File: config.mk
export PLATFORM = sky130hd
export DESIGN_NAME = toggle_pulse_gen_flat
export DESIGN_NICKNAME = d
export VERILOG_FILES = /design/src/rtl/toggle_pulse_gen_if.sv /design/src/rtl/toggle_pulse_gen.sv /design/src/flat_wrapper.sv
export SDC_FILE = /design/constraint.sdc
export NUM_CORES = 1
export LEC_CHECK = 0
export BUFFER_PORTS_ARGS = -buffer_cell sky130_fd_sc_hd__buf_2
export CAP_MARGIN = 20
export CORE_MARGIN = 1.5
export CORE_UTILIZATION = 49
export CTS_CLUSTER_DIAMETER = 100
export DETAILED_ROUTE_END_ITERATION = 16
export PLACE_DENSITY = 0.69
export SLEW_MARGIN = 20
export SYNTH_ARGS = -nofsm -noshare
export SYNTH_HDL_FRONTEND = slang
export SYNTH_SLANG_ARGS = --single-unit
export TNS_END_PERCENT = 5
File: constraint.sdc
create_clock -name clk -period 3.55 [get_ports clk]
set_input_delay 1.065 -clock clk [delete_from_list [all_inputs] [get_ports clk]]
set_output_delay 1.065 -clock clk [all_outputs]
set_load 0.02 [all_outputs]
File: src/rtl/toggle_pulse_gen_if.sv
// Button-conditioning bus: raw button level in, clean toggle pulse,
// debounced level and pulse counter out.
interface toggle_pulse_gen_if;
    logic       btn_in;
    logic       t_pulse;
    logic       btn_stable;
    logic [7:0] pulse_count;

    modport master (
        output btn_in,
        input  t_pulse,
        input  btn_stable,
        input  pulse_count
    );

    modport slave (
        input  btn_in,
        output t_pulse,
        output btn_stable,
        output pulse_count
    );
endinterface

File: src/rtl/toggle_pulse_gen.sv
// Synchronizes and debounces a raw push-button, then emits a one-cycle
// t_pulse per press with optional auto-repeat while the button is held.
module toggle_pulse_gen #(
    parameter int DEBOUNCE_CYCLES = 4,
    parameter int REPEAT_EN       = 1,
    parameter int REPEAT_DELAY    = 16,
    parameter int REPEAT_PERIOD   = 8
) (
    input  logic              clk,
    input  logic              reset,
    toggle_pulse_gen_if.slave bus
);

    localparam int DW   = (DEBOUNCE_CYCLES > 1) ? $clog2(DEBOUNCE_CYCLES) : 1;
    localparam int RMAX = (REPEAT_DELAY > REPEAT_PERIOD) ? REPEAT_DELAY : REPEAT_PERIOD;
    localparam int RW   = (RMAX > 1) ? $clog2(RMAX) : 1;

    typedef enum logic [1:0] {
        IDLE   = 2'd0,
        HOLD   = 2'd1,
        REPEAT = 2'd2
    } state_t;

    logic          sync1_q, sync1_d;
    logic          sync2_q, sync2_d;
    logic          stable_q, stable_d;
    logic          pulse_q, pulse_d;
    logic [DW-1:0] dcnt_q, dcnt_d;
    logic [RW-1:0] rcnt_q, rcnt_d;
    logic [7:0]    count_q, count_d;
    state_t        state_q, state_d;
    logic          rise, fall;

    always_comb begin
        sync1_d  = bus.btn_in;
        sync2_d  = sync1_q;
        stable_d = stable_q;
        dcnt_d   = dcnt_q;
        rise     = 1'b0;
        fall     = 1'b0;

        if (sync2_q == stable_q) begin
            dcnt_d = '0;
        end else if (dcnt_q == DW'(DEBOUNCE_CYCLES - 1)) begin
            stable_d = sync2_q;
            dcnt_d   = '0;
            rise     = sync2_q;
            fall     = ~sync2_q;
        end else begin
            dcnt_d = dcnt_q + 1'b1;
        end

        state_d = state_q;
        rcnt_d  = rcnt_q;
        pulse_d = 1'b0;

        // A release wins over any repeat pulse falling due on the same edge.
        if (fall) begin
            state_d = IDLE;
            rcnt_d  = '0;
        end else begin
            case (state_q)
                IDLE: begin
                    if (rise) begin
                        pulse_d = 1'b1;
                        rcnt_d  = '0;
                        state_d = HOLD;
                    end
                end
                HOLD: begin
                    if (REPEAT_EN != 0) begin
                        if (rcnt_q == RW'(REPEAT_DELAY - 1)) begin
                            pulse_d = 1'b1;
                            rcnt_d  = '0;
                            state_d = REPEAT;
                        end else begin
                            rcnt_d = rcnt_q + 1'b1;
                        end
                    end
                end
                REPEAT: begin
                    if (rcnt_q == RW'(REPEAT_PERIOD - 1)) begin
                        pulse_d = 1'b1;
                        rcnt_d  = '0;
                    end else begin
                        rcnt_d = rcnt_q + 1'b1;
                    end
                end
                default: begin
                    state_d = IDLE;
                    rcnt_d  = '0;
                end
            endcase
        end

        count_d = pulse_d ? count_q + 8'd1 : count_q;
    end

    always_ff @(posedge clk or negedge reset) begin
        if (!reset) begin
            sync1_q  <= 1'b0;
            sync2_q  <= 1'b0;
            stable_q <= 1'b0;
            pulse_q  <= 1'b0;
            dcnt_q   <= '0;
            rcnt_q   <= '0;
            count_q  <= 8'd0;
            state_q  <= IDLE;
        end else begin
            sync1_q  <= sync1_d;
            sync2_q  <= sync2_d;
            stable_q <= stable_d;
            pulse_q  <= pulse_d;
            dcnt_q   <= dcnt_d;
            rcnt_q   <= rcnt_d;
            count_q  <= count_d;
            state_q  <= state_d;
        end
    end

    assign bus.t_pulse     = pulse_q;
    assign bus.btn_stable  = stable_q;
    assign bus.pulse_count = count_q;

endmodule

File: src/flat_wrapper.sv
// flat-port wrapper written by rule: the top's interface ports become plain ports
module toggle_pulse_gen_flat 
#(
    parameter int DEBOUNCE_CYCLES = 4,
    parameter int REPEAT_EN       = 1,
    parameter int REPEAT_DELAY    = 16,
    parameter int REPEAT_PERIOD   = 8
)
  (clk, reset, bus_btn_in, bus_t_pulse, bus_btn_stable, bus_pulse_count);
  toggle_pulse_gen_if bus_i ();
  input  logic clk;
  input  logic reset;
  input wire logic [$bits(bus_i.btn_in)-1:0] bus_btn_in;
  output wire logic [$bits(bus_i.t_pulse)-1:0] bus_t_pulse;
  output wire logic [$bits(bus_i.btn_stable)-1:0] bus_btn_stable;
  output wire logic [$bits(bus_i.pulse_count)-1:0] bus_pulse_count;
  assign bus_i.btn_in = bus_btn_in;
  assign bus_t_pulse = bus_i.t_pulse;
  assign bus_btn_stable = bus_i.btn_stable;
  assign bus_pulse_count = bus_i.pulse_count;
  toggle_pulse_gen #(.DEBOUNCE_CYCLES(DEBOUNCE_CYCLES), .REPEAT_EN(REPEAT_EN), .REPEAT_DELAY(REPEAT_DELAY), .REPEAT_PERIOD(REPEAT_PERIOD)) u_core (.clk(clk), .reset(reset), .bus(bus_i));
endmodule
* After elaboration in Yosys (flattened, before gate mapping)
Cells that the tools add are included.
** Storage, ports and cells
- Output and inout port bits :: 10
- Flip-flop bits (word level) :: 20
- Logic and storage cells :: 45
- Input bits :: 3
** Operators by class
- Reduce and logical (&&, ||, !) cells :: 3
- Bitwise gates (word level) :: 2
- $add $sub $neg :: 3
- Mux-type cells :: 20
- Equal/unequal tests :: 9
** Operators by type and width (number)
- two-way mux 4 bit :: 4
- one-hot mux 4 bit (3 select lines) :: 1
- two-way mux 2 bit :: 5
- adder 8 x 1 -> 8 bit, second input constant :: 1
- two-way mux 1 bit :: 8
- != test 3 x 1 -> 1 bit, second input constant :: 2
- one-hot mux 2 bit (3 select lines) :: 1
- adder 4 x 1 -> 4 bit, second input constant :: 1
- == test 2 bit, second input constant :: 2
- == test 4 x 3 -> 1 bit, second input constant :: 1
- == test 4 bit, second input constant :: 1
- one-hot mux 1 bit (3 select lines) :: 1
- AND reduction 3 bit :: 1
- adder 2 x 1 -> 2 bit, second input constant :: 1
- == test 2 x 1 -> 1 bit, second input constant :: 1
- logical NOT 2 bit :: 1
- != test 2 x 1 -> 1 bit, second input constant :: 1
- inverter 1 bit :: 2
- AND reduction 2 bit :: 1
- == test 1 bit :: 1

* Logic depth before layout (Yosys ltp)
Gate-level depths: netlist of run 1.
- Depth after elaboration :: 6
- Gate-level depth with buffers :: 6
- Gate-level depth less buffers :: 6

* Worst setup path after synthesis of run 1
OpenSTA, ideal clock, no wires.
- Path kind :: register to register
- From :: register u_core.state_q[0]
- To :: register u_core.count_q[1] (netlist: u_core.bus.pulse_count[1])
- Cell stages (with the launch flop) :: 7
- Arrival :: 1.717 ns
- Library setup time :: 0.125 ns
- Period minus slack after synthesis :: 1.842 ns
- Path slack :: 1.708 ns
- Path through :: dfrtp_1 > inv_1 > ha_1 > mux2i_1 > a2111oi_4 > nor2_2 > mux2_4
** Between the ends
- Word-level cells in the longest chain between the ends :: 3
- Elaborated cells on any way between the ends :: 5
** RTL lines
- start, declared :: line toggle_pulse_gen.sv:31 : state_t state_q, state_d;
- start signal, assigned :: line toggle_pulse_gen.sv:117 : state_q <= state_d;
- == test 2 bit, or another cell as far along :: line toggle_pulse_gen.sv:62 : case (state_q)
- one-hot mux 1 bit (3 select lines) * :: line toggle_pulse_gen.sv:62
- two-way mux 1 bit * :: line toggle_pulse_gen.sv:58 : if (fall) begin
- end signal, assigned :: line toggle_pulse_gen.sv:116 : count_q <= count_d;
- end, declared :: line toggle_pulse_gen.sv:30 : logic [7:0] count_q, count_d;
Every way passes the cells marked *; elsewhere a longest branch is shown, timed or not.
A chain may end at the register's enable or synchronous reset.

* Worst setup path after layout of run 1
- From :: register u_core.stable_q (netlist: u_core.bus.btn_stable)
- To :: output port bus_btn_stable
** RTL lines
- start, declared :: line toggle_pulse_gen.sv:26 : logic stable_q, stable_d;
- start signal, assigned :: line toggle_pulse_gen.sv:112 : stable_q <= stable_d;
- end, declared :: line flat_wrapper.sv:15 : output wire logic [$bits(bus_i.btn_stable)-1:0] bus_btn_stable;
No word-level cell between the ends.

==> results.md, run 1 <==
- Skew final: 0.00213 ns
- DR iter-0 viols: 2
- Antenna Nets Post-Route: 0
- DP Wirelength: 1470 µm
- Core area: 2000 µm²
- Synth top cells by count: dfrtp_1 (20), xnor2_1 (8), ha_1 (7)
- Worst Path Buf+Inv: 1
- Sum Neg Setup Slack: 0 ns
- Flops & latches, synth: 20
- Mapped Area: 1070 µm²
- Gpl congestion: slightly above 0.8
- Worst Tran Pin Value: 0.702 ns
- Largest cells by area after synthesis: dfrtp_1 (47%), ha_1 (8.2%), xnor2_1 (6.6%), o2111ai_1 (4.1%), nand3b_1 (2.8%)
- Antenna cell count: 0
- Final hold vios: 0
- Slew headroom: 52.8%
- CTS tree: yes
- Mapped Cells: 93
- Io pins: 13
- Chip width: approximately 50 µm
- Vias per cell: around 5.7
- Synth top area share: 46.9%
- Die Ht: roughly 50 µm
- Arrival @ worst endpoint: approximately 1.1 ns
- IO buf count: 12
- Max-cap violations: 0
- Syn_nets: 103
- Initial antenna violation count: 0
- Sequential element share of the synthesized area: between 40% and 50%
- Setup bufs post-CTS: 0
- Final WL: 2000 µm
- Clock-pin slew on the worst setup and hold paths: 0.11 ns
- CTS Buffer Depth: 2
- First-pass GRT wire length: 3450 µm
- Starting Density: 53.2%
- Synth warn: 0
- Crit Path Max Fanout: 9
- Total CTS buffers: 3
- Startpoint types: flop
- Asr flop ratio synth: 100%
- Fraction of final layout cells sized beyond drive strength 1: 20.8%
- Htree depth: 1
- Drt wl/cell: between 15 and 20 µm
- Critical Path RT: 2.48 ns
- Synth-to-Final Area Change: 10.9%
- Ys flop type: dfrtp_1
- Detailed-route via count: between 700 and 800
- Max Clock Freq: ~460 MHz
- Critical path's top delay family: flip-flops
- Pre-CTS WS: 1.54 ns
- Total Power: 0.628 mW
- Final setup vio count: 0
- Syn Area/Cell: around 11 µm²
- RSZ-0062 raised after global routing: no
- Largest net degree at the start of global routing: 21
- CP cell instances: buf_2
- Vias in the first global route: around 750
- Iteration count of the initial detailed-routing pass: 3
- Drt drc: 0
- Clk sink count: 20
- Final cycle utilization of the critical path: ~61%
- Cell variety after synth: 34
- CP Class: flop to primary output
- Maximum VDD drop: 0.359 mV
- # resized after CTS: 0
- Number of synthesized flops with an enable pin: 0
- GRT Overall Usage: between 10% and 20%
- Die ar.: ~2500 µm²
- Row cnt: 16
- Area leader, netlist: dfrtp_1
- Fin nets: 117
- Pwr Density: 531 nW/µm²
- Skew-Pair Late Insertion Delay: 0.30 ns
- CP Capture Type: primary output
- Hold_buf cts: 0
- Worst path max stage delay: 0.56 ns
- Min-delay worst type: flop to flop
- Slew Viols, Final: 0
- Outcome: finished, final reports clean
- Cell leakage power: 0.554 nW
- GRT overflow: 0
- Clock Tree Root: clkbuf_4
- Crit path time final: 2.16 ns
- Final Worst Setup Slack: 1.39 ns
- Critical-path top delay cell: dfrtp_1
- Count leader, synth: dfrtp_1
registers in the layout, indices dropped and copies added (netlist names):
signal                  flops
u_core.bus.btn_stable       1
u_core.bus.pulse_count      8
u_core.bus.t_pulse          1
u_core.dcnt_q               2
u_core.rcnt_q               4
u_core.state_q              2
u_core.sync1_q              1
u_core.sync2_q              1
area by class of cell:
cell class,count,area [µm²]
sequential,20,500
fill,182,820
tap,27,33.8
clock buffer,4,36.3
timing repair buffer,12,60.1
multi-input combinational,65,533
inverter,5,18.8
through the flow:
step                instance area [µm²]  utilization, %  hold WS, ns  cells
floorplan                          1070               -        0.331     93
global placement                   1150            57.3        0.335    129
detailed placement                 1150            57.3        0.340    129
CTS                                1180            59.1        0.368    133
global route                       1180            59.1        0.371    133
finish                             1180            59.1        0.362    133
routing by layer:
layer | wire, µm | share of wire [%] | track usage (%) | up-vias
li1 | - | - | - | 367
met1 | 927 | 46 | 22.9 | 378
met2 | 1000 | 50 | 32.0 | 14
met3 | 59 | 2.9 | 3.64 | 2
met4 | 12 | 0.60 | 5.56 | 0
met5 | 0 | 0 | 0 | -
layout by cell type, fill, tap and decap left out:
| cell type | n |
|---|---|
| dfrtp_1 | 20 |
| buf_2 | 12 |
| xnor2_1 | 8 |
| ha_1 | 7 |
| inv_1 | 5 |
| nand2_1 | 5 |
| o2111ai_1 | 5 |
| nand3b_1 | 4 |
| o21ai_0 | 4 |
| a21oi_1 | 3 |
| and3_1 | 3 |
| a21o_1 | 3 |
| clkbuf_4 | 3 |
| nor3_1 | 2 |
| o211ai_1 | 2 |
| mux2i_1 | 1 |
| a2111oi_4 | 1 |
| nand4b_1 | 1 |
| o32ai_2 | 1 |
| nor2_2 | 1 |
| xor2_1 | 1 |
| and2_1 | 1 |
| mux2_2 | 1 |
| mux2_4 | 1 |
| nand3_1 | 1 |
| o31ai_1 | 1 |
| or2_2 | 1 |
| o2bb2ai_1 | 1 |
| a21boi_0 | 1 |
| o32ai_1 | 1 |
| nor2_1 | 1 |
| o31a_1 | 1 |
| nor4b_1 | 1 |
| nor4_1 | 1 |
| clkbuf_8 | 1 |
report_power, final:
group | internal (mW) | total [mW] | leakage (nW) | switching, mW
combinational | 0.0779 | 0.186 | 0.265 | 0.108
sequential | 0.261 | 0.310 | 0.268 | 0.0490
clock | 0.0625 | 0.132 | 0.0210 | 0.0698
total | 0.401 | 0.628 | 0.554 | 0.227
path summary, 6_finish.rpt:
path	depth (start not counted)	start	slack, ns	to
worst max-delay path	1	u_core.bus.btn_stable$_DFFE_PN0P_	1.39	bus_btn_stable
worst min-delay path	0	u_core.sync1_q$_DFF_PN0_	0.36	u_core.sync2_q$_DFF_PN0_
worst max register to register	6	u_core.state_q[0]$_DFFE_PN0P_	1.50	u_core.bus.pulse_count[1]$_DFFE_PN0P_
worst min register to register	0	u_core.sync1_q$_DFF_PN0_	0.36	u_core.sync2_q$_DFF_PN0_
max in group asynchronous	1	reset	2.55	u_core.bus.pulse_count[0]$_DFFE_PN0P_
min in group asynchronous	1	reset	0.69	u_core.dcnt_q[1]$_DFF_PN0_
cell families after synthesis:
family                   count (synthesis)  share of synthesized area [%]
AO/OA/AOI/OAI                           24                           18.9
XOR/XNOR                                 9                           7.39
adder cells (fa/ha/maj)                  7                           8.22
buffers and inverters                    8                           3.05
flip-flops                              20                           46.9
multiplexers                             3                           3.40
AND/OR/NAND/NOR                         22                           12.1
(Power assumes the default switching activity.)
==> run 2: changes to the inputs <==
ABC_AREA = 1   (was default)
clock period = 2.2 ns   (was 3.55 ns; I/O delays follow)
==> run 2 against run 1 <==
Non-clock buffer count is the same. Register-to-register slack lost 0.74 ns. First-iteration DRC count grew to 9.0 times the previous value. Highest routed layer unchanged. Combinational power grew 69%. Area after synthesis grew 8.6%. Clock skew shrank 0.0013 ns.
==> results.md, run 2 <==
- RSZ-0062 raised after global routing: no
- Final setup vio count: 0 (unchanged)
- Syn_nets: 159 (+54%)
- Sequential element share of the synthesized area: 43.2% (-3.7 points)
- Antenna cell count: 0 (unchanged)
- Mapped Area: 1160 µm² (+8.6%)
- Max Clock Freq: 602 MHz
- Slew Viols, Final: 0 (unchanged)
- Fin nets: 176 (+50%)
- Antenna Nets Post-Route: 0 (unchanged)
- DR iter-0 viols: 18 (+16)
- Commonest non-fill, non-tap cell in the layout: nand2_1
- Comb pwr share: 28.5% (-1.1 points)
- Clock-pin slew on the worst setup and hold paths: 0.12 ns (about the same)
- Worst Path Buf+Inv: 1 (unchanged)
- Vias in the first global route: 882 (+17%)
- Die Ht: 51.6 µm (+3.9%)
- Skew-Pair Late Insertion Delay: 0.30 ns (about the same)
- GRT overflow: 0 (unchanged)
- Max reg flops: 8 (unchanged)
- Skew final: 0.000852 ns (-0.00127 ns)
- Htree depth: 1 (unchanged)
- CP cell instances: buf_2
- Clock power frac: 27.4% (+6.3 points)
- Gpl congestion: 0.856 (+5.4%)
- Commonest cells after routing, fill and taps aside: nand2_1 (55), dfrtp_1 (20), inv_1 (17)
- Row cnt: 17 (+1)
- IO buf count: 12 (unchanged)
- Mapped Cells: 149 (+60%)
- Final hold vios: 0 (unchanged)
- Detailed-route via count: 980 (+29%)
- Largest cells by area after synthesis: dfrtp_1 (43%), nand2_1 (18%), ha_1 (7.6%), nand3_1 (6.5%), inv_1 (5.5%)
- Syn Area/Cell: 7.77 µm² (-32%)
- CP Capture Type: primary output
- Synth warn: 0 (unchanged)
- GRT Overall Usage: 18.7% (+0.33 points)
- Net switching power figure: 0.386 mW (+71%)
- Hold_buf cts: 0 (unchanged)
- Flops & latches, synth: 20 (unchanged)
- Slew headroom: 70.7% (+18 points)
- Outcome: finished, final reports clean
- Min-delay worst type: primary input to asynchronous set/reset pin
- Number of synthesized flops with an enable pin: 0 (unchanged)
- Core area: 2210 µm² (+10%)
- Synth-to-Final Area Change: 12.8%
- Io pins: 13 (unchanged)
- Starting Density: 52.3% (-0.93 points)
- Clock Tree Root: clkbuf_4
- Final WL: 2190 µm (+9.3%)
- Initial antenna violation count: 0 (unchanged)
- Critical Path RT: 1.54 ns (-0.94 ns)
- Final cycle utilization of the critical path: 75.5%
- CTS tree: yes
- Total Power: 1.10 mW (+75%)
- Sequential power share: 44.0% (-5.3 points)
- Arrival @ worst endpoint: 1.00 ns (-0.09 ns)
- Cell variety after synth: 19 (-44%)
- Maximum VDD drop: 0.455 mV (+27%)
- Iteration count of the initial detailed-routing pass: 5 (+2)
- Total CTS buffers: 3 (unchanged)
- Pwr Density: 844 nW/µm² (+59%)
- Vias per cell: 5.08 (-11%)
- Cell leakage power: 0.746 nW (+35%)
- Synth top cells by count: nand2_1 (55), dfrtp_1 (20), inv_1 (17), nand3_1 (15), nor2_1 (8)
- Chip width: 51.6 µm (+3.9%)
- # resized after CTS: 0 (unchanged)
- Largest net degree at the start of global routing: 21 (unchanged)
- Max-cap violations: 0 (unchanged)
- Setup bufs post-CTS: 0 (unchanged)
- Asr flop ratio synth: 100% (unchanged)
- Area leader, netlist: dfrtp_1
- Critical path's top delay family: flip-flops
- Fraction of final layout cells sized beyond drive strength 1: 17.0% (-3.8 points)
- Drt wl/cell: 11.3 µm (-25%)
- Ys flop type: dfrtp_1
- CP Class: flop to primary output
- Die ar.: 2660 µm² (+8.1%)
- Crit Path Max Fanout: 7 (-2)
- Sum Neg Setup Slack: 0 ns (unchanged)
- Crit path time final: 1.66 ns
- Startpoint types: flop
- Synth top area share: 43.2% (-3.7 points)
- Clk sink count: 20 (unchanged)
- Internal power: 0.715 mW (+78%)
- Count leader, synth: nand2_1
- Switch share: 35.1% (-1.0 points)
- Drt drc: 0 (unchanged)
- Worst Tran Pin Value: 0.440 ns (-0.262 ns)
- Critical-path top delay cell: dfrtp_1
- Worst path max stage delay: 0.49 ns (-0.07 ns)
- CTS Buffer Depth: 2 (unchanged)
- First-pass GRT wire length: 3690 µm (+7.0%)
- Finished Core Util: 59.0% (-0.069 points)
- DP Wirelength: 1660 µm (+13%)
## run 2: power groups by stage
| stage | sequential, mW | clock, mW | combinational, mW |
|---|---|---|---|
| CTS | 0.484 | 0.309 | 0.315 |
| detailed placement | 0.491 | 0 | 0.315 |
| global placement | 0.489 | 0 | 0.302 |
| finish | 0.485 | 0.302 | 0.314 |
| global route | 0.497 | 0.323 | 0.355 |
| floorplan | 0.515 | 0 | 0.197 |
## run 2: logic make-up (layout without fill, tap and decap cells)
kind of cell               count (synthesis)  after routing  synth area share (%)
AOI/OAI and AO/OA                          3              3                  1.51
xor gates and xnor gates                   4              4                  3.03
adders and majority gates                  7              7                  7.57
buffers and inverters                     21             37                  6.81
DFF                                       20             20                  43.2
muxes                                      1              1                 0.865
and+or+nand+nor                           93             93                  37.0
## run 2: worst paths after layout
path | start | endpoint | slack [ns] | cells past startpoint
setup reg to reg | u_core.state_q[1]$_DFFE_PN0P_ | u_core.bus.pulse_count[7]$_DFFE_PN0P_ | 0.76 | 7
max in group asynchronous | reset | u_core.rcnt_q[0]$_DFFE_PN0P_ | 1.62 | 1
hold / removal | reset | u_core.sync2_q$_DFF_PN0_ | 0.28 | 1
setup / recovery | u_core.bus.pulse_count[2]$_DFFE_PN0P_ | bus_pulse_count[2] | 0.54 | 1
hold reg to reg | u_core.sync1_q$_DFF_PN0_ | u_core.sync2_q$_DFF_PN0_ | 0.37 | 0
min in group clk | u_core.sync1_q$_DFF_PN0_ | u_core.sync2_q$_DFF_PN0_ | 0.37 | 0
## run 2: metrics by stage
stage | hold WS, ns | setup WS, ns | instances | cell area [µm²]
floorplan | 0.331 | 0.922 | 149 | 1160
global placement | 0.335 | 0.804 | 189 | 1250
detailed placement | 0.345 | 0.776 | 189 | 1250
CTS | 0.289 | 0.515 | 193 | 1310
global route | 0.297 | 0.449 | 193 | 1310
finish | 0.278 | 0.539 | 193 | 1310
## run 2: per-layer routing
layer / up-vias / wire length (µm) / global-route usage (%)
met1: 454 / 1010 / 23.4
met2: 18 / 1070 / 31.4
met5: - / 0 / 0
met3: 6 / 67 / 4.31
li1: 502 / - / -
met4: 0 / 36 / 7.02
## run 2: final cells by class
cell class              count  area [µm²]
multi-input cells         108         578
clock inverters             1        30.0
clock buffers               3        22.5
flip-flops and latches     20         500
fillers                   210         907
inverters                  21        78.8
well taps                  28        35.0
repair buffers             12        60.1
==> run 3: changes to the inputs <==
PLACE_DENSITY = 0.71   (was 0.69)
clock period = 1.4 ns   (was 2.2 ns; I/O delays follow)
==> run 3 against run 2 <==
Total power rose by 56%. Wire length rose by 8.6%. Worst setup slack got worse by 0.52 ns. Clock skew rose by 0.0014 ns. Clock power rose by 9.9%. Sequential share of layout area fell by 3.5 points.
==> results.md, run 3 (synthesis gave the netlist of run 2 again) <==
- Final WL: 2380 µm (+8.6%)
- Worst Path Buf+Inv: 1 (unchanged)
- Final setup vio count: 0 (unchanged)
- Pwr Density: 1180 nW/µm² (+40%)
- Antenna Nets Post-Route: 0 (unchanged)
- FF-to-FF setup slack: 0.02 ns (-0.74 ns)
- Io pins: 13 (unchanged)
- Initial antenna violation count: 0 (unchanged)
- CP Capture Type: primary output
- Final hold vios: 0 (unchanged)
- Htree depth: 1 (unchanged)
- Largest net degree at the start of global routing: 21 (unchanged)
- Area occupied by registers: 505 µm² (+1.0%)
- Chip width: 51.6 µm (unchanged)
- CP Class: flop to primary output
- Starting Density: 52.3% (unchanged)
- Total Power: 1.71 mW (+56%)
- Skew final: 0.00229 ns (+0.00144 ns)
- Clk sink count: 20 (unchanged)
- Detailed-route via count: 999 (+1.9%)
- Cell area after layout: 1450 µm² (+11%)
- Worst Tran Pin Value: 0.443 ns (+0.00293 ns)
- Max Clock Freq: ~720 MHz
- Skew-Pair Late Insertion Delay: 0.30 ns (about the same)
- Critical Path RT: 0.98 ns (-0.56 ns)
- Critical path's top delay family: flip-flops
- Hold_buf cts: 0 (unchanged)
- Iteration count of the initial detailed-routing pass: 4 (-1)
- Crit path time final: 1.38 ns
- Outcome: finished, final reports clean
- Synth-to-Final Area Change: 25.2%
- Die ar.: 2660 µm² (unchanged)
- Crit Path Max Fanout: 4 (-3)
- Clock-pin slew on the worst setup and hold paths: 0.11 ns (about the same)
- IO buf count: 12 (unchanged)
- Maximum VDD drop: 0.822 mV (+81%)
- DP Wirelength: 1610 µm (-2.6%)
- CTS tree: yes
- Die Ht: 51.6 µm (unchanged)
- Commonest non-fill, non-tap cell in the layout: nand2_1
- Critical-path top delay cell: dfrtp_1
- CTS Buffer Depth: 2 (unchanged)
- GRT Overall Usage: 18.7% (-0.031 points)
- Commonest cells after routing, fill and taps aside: nand2_1 (53), dfrtp_1 (16), inv_1 (14), nand3_1 (14), buf_2 (10)
- Worst path max stage delay: 0.46 ns (-0.03 ns)
- Cell leakage power: 0.770 nW (+3.2%)
- Slew Viols, Final: 0 (unchanged)
- Drt drc: 0 (unchanged)
- First-pass GRT wire length: 3710 µm (+0.57%)
- Filler Cell Count: 192 (-8.6%)
- Total CTS buffers: 3 (unchanged)
- Cell area after placement: 1260 µm² (+0.60%)
- Final cycle utilization of the critical path: 98.8%
- Min-delay worst type: primary input to asynchronous set/reset pin
- GRT overflow: 0 (unchanged)
- Vias per cell: 5.00 (-1.6%)
- RSZ-0062 raised after global routing: yes
- Gpl congestion: 0.838 (-2.1%)
- Row cnt: 17 (unchanged)
- Slew headroom: 70.5% (-0.20 points)
- Max reg flops: 8 (unchanged)
- CP cell instances: buf_2
- Multi-input gate area: 659 µm² (+14%)
- Vias in the first global route: 861 (-2.4%)
- DR iter-0 viols: 24 (+6)
- Arrival @ worst endpoint: 0.96 ns (-0.04 ns)
- Fraction of final layout cells sized beyond drive strength 1: 29.7% (+13 points)
- Clock Tree Root: clkbuf_4
- Fin nets: 183 (+4.0%)
- Core area: 2210 µm² (unchanged)
- Drt wl/cell: 11.9 µm (+4.8%)
- Startpoint types: flop
- Max-cap violations: 0 (unchanged)
- Antenna cell count: 0 (unchanged)
[run 3: cell types whose count changed in the layout (fill, tap and decap cells not counted), moves of 2 or more]
cell | previous run | this run
buf_4 | 0 | 5
ha_1 | 7 | 2
dfrtp_1 | 20 | 16
dfrtp_2 | 0 | 4
buf_6 | 0 | 3
ha_4 | 0 | 3
inv_1 | 17 | 14
buf_2 | 12 | 10
ha_2 | 0 | 2
inv_4 | 0 | 2
nand2_1 | 55 | 53
[run 3: path summary, 6_finish.rpt]
path	from	end	depth (start not counted)
max	u_core.bus.btn_stable$_DFFE_PN0P_	bus_btn_stable	1
min	reset	u_core.state_q[0]$_DFFE_PN0P_	1
max reg2reg	u_core.state_q[1]$_DFFE_PN0P_	u_core.bus.pulse_count[7]$_DFFE_PN0P_	7
min reg2reg	u_core.sync1_q$_DFF_PN0_	u_core.sync2_q$_DFF_PN0_	0
max in group asynchronous	reset	u_core.bus.pulse_count[3]$_DFFE_PN0P_	1
min in group clk	bus_btn_in	u_core.sync1_q$_DFF_PN0_	1
[run 3: where the power goes]
| group | switching, mW | internal (mW) | total [mW] |
|---|---|---|---|
| sequential | 0.105 | 0.667 | 0.773 |
| combinational | 0.376 | 0.233 | 0.609 |
| clock | 0.173 | 0.159 | 0.332 |
[run 3: area by class of cell]
cell class / instances / share of cell area, %
Multi-Input combinational cell: 108 / 45.5
Sequential cell: 20 / 34.9
Timing Repair Buffer: 18 / 8.38
Inverter: 21 / 5.79
Clock buffer: 4 / 2.50
Tap cell: 28 / 2.42
Timing Repair inverter: 1 / 0.518
[run 3: timing repair]
| action | in CTS | in global routing |
|---|---|---|
| buffers inserted | 0 | 5 |
| setup endpoints to repair | 9 | 18 |
| gates resized for setup | 4 | 26 |
| gates cloned | 0 | 1 |
| pin swaps | 1 | 6 |
[run 3: layer usage]
metal,up-vias,global-route usage [%],wire length (µm)
met2,17,29.7,1210
met5,-,0,0
met4,0,5.26,9
met3,2,4.31,72
met1,456,25.6,1080
li1,524,-,-
[run 3: stage by stage]
stage | instances | hold WS, ns | util (%) | setup WS, ns | setup TNS (ns)
after floorplan | 149 | 0.124 | - | 0.122 | 0
after global placement | 190 | 0.333 | 57.0 | 0.0259 | 0
after detailed placement | 190 | 0.335 | 57.0 | -0.0183 | -0.0719
after CTS | 194 | 0.0579 | 59.0 | 0.00797 | 0
after global routing | 200 | 0.0636 | 65.5 | -0.0586 | -0.411
final | 200 | 0.0461 | 65.5 | 0.0172 | 0
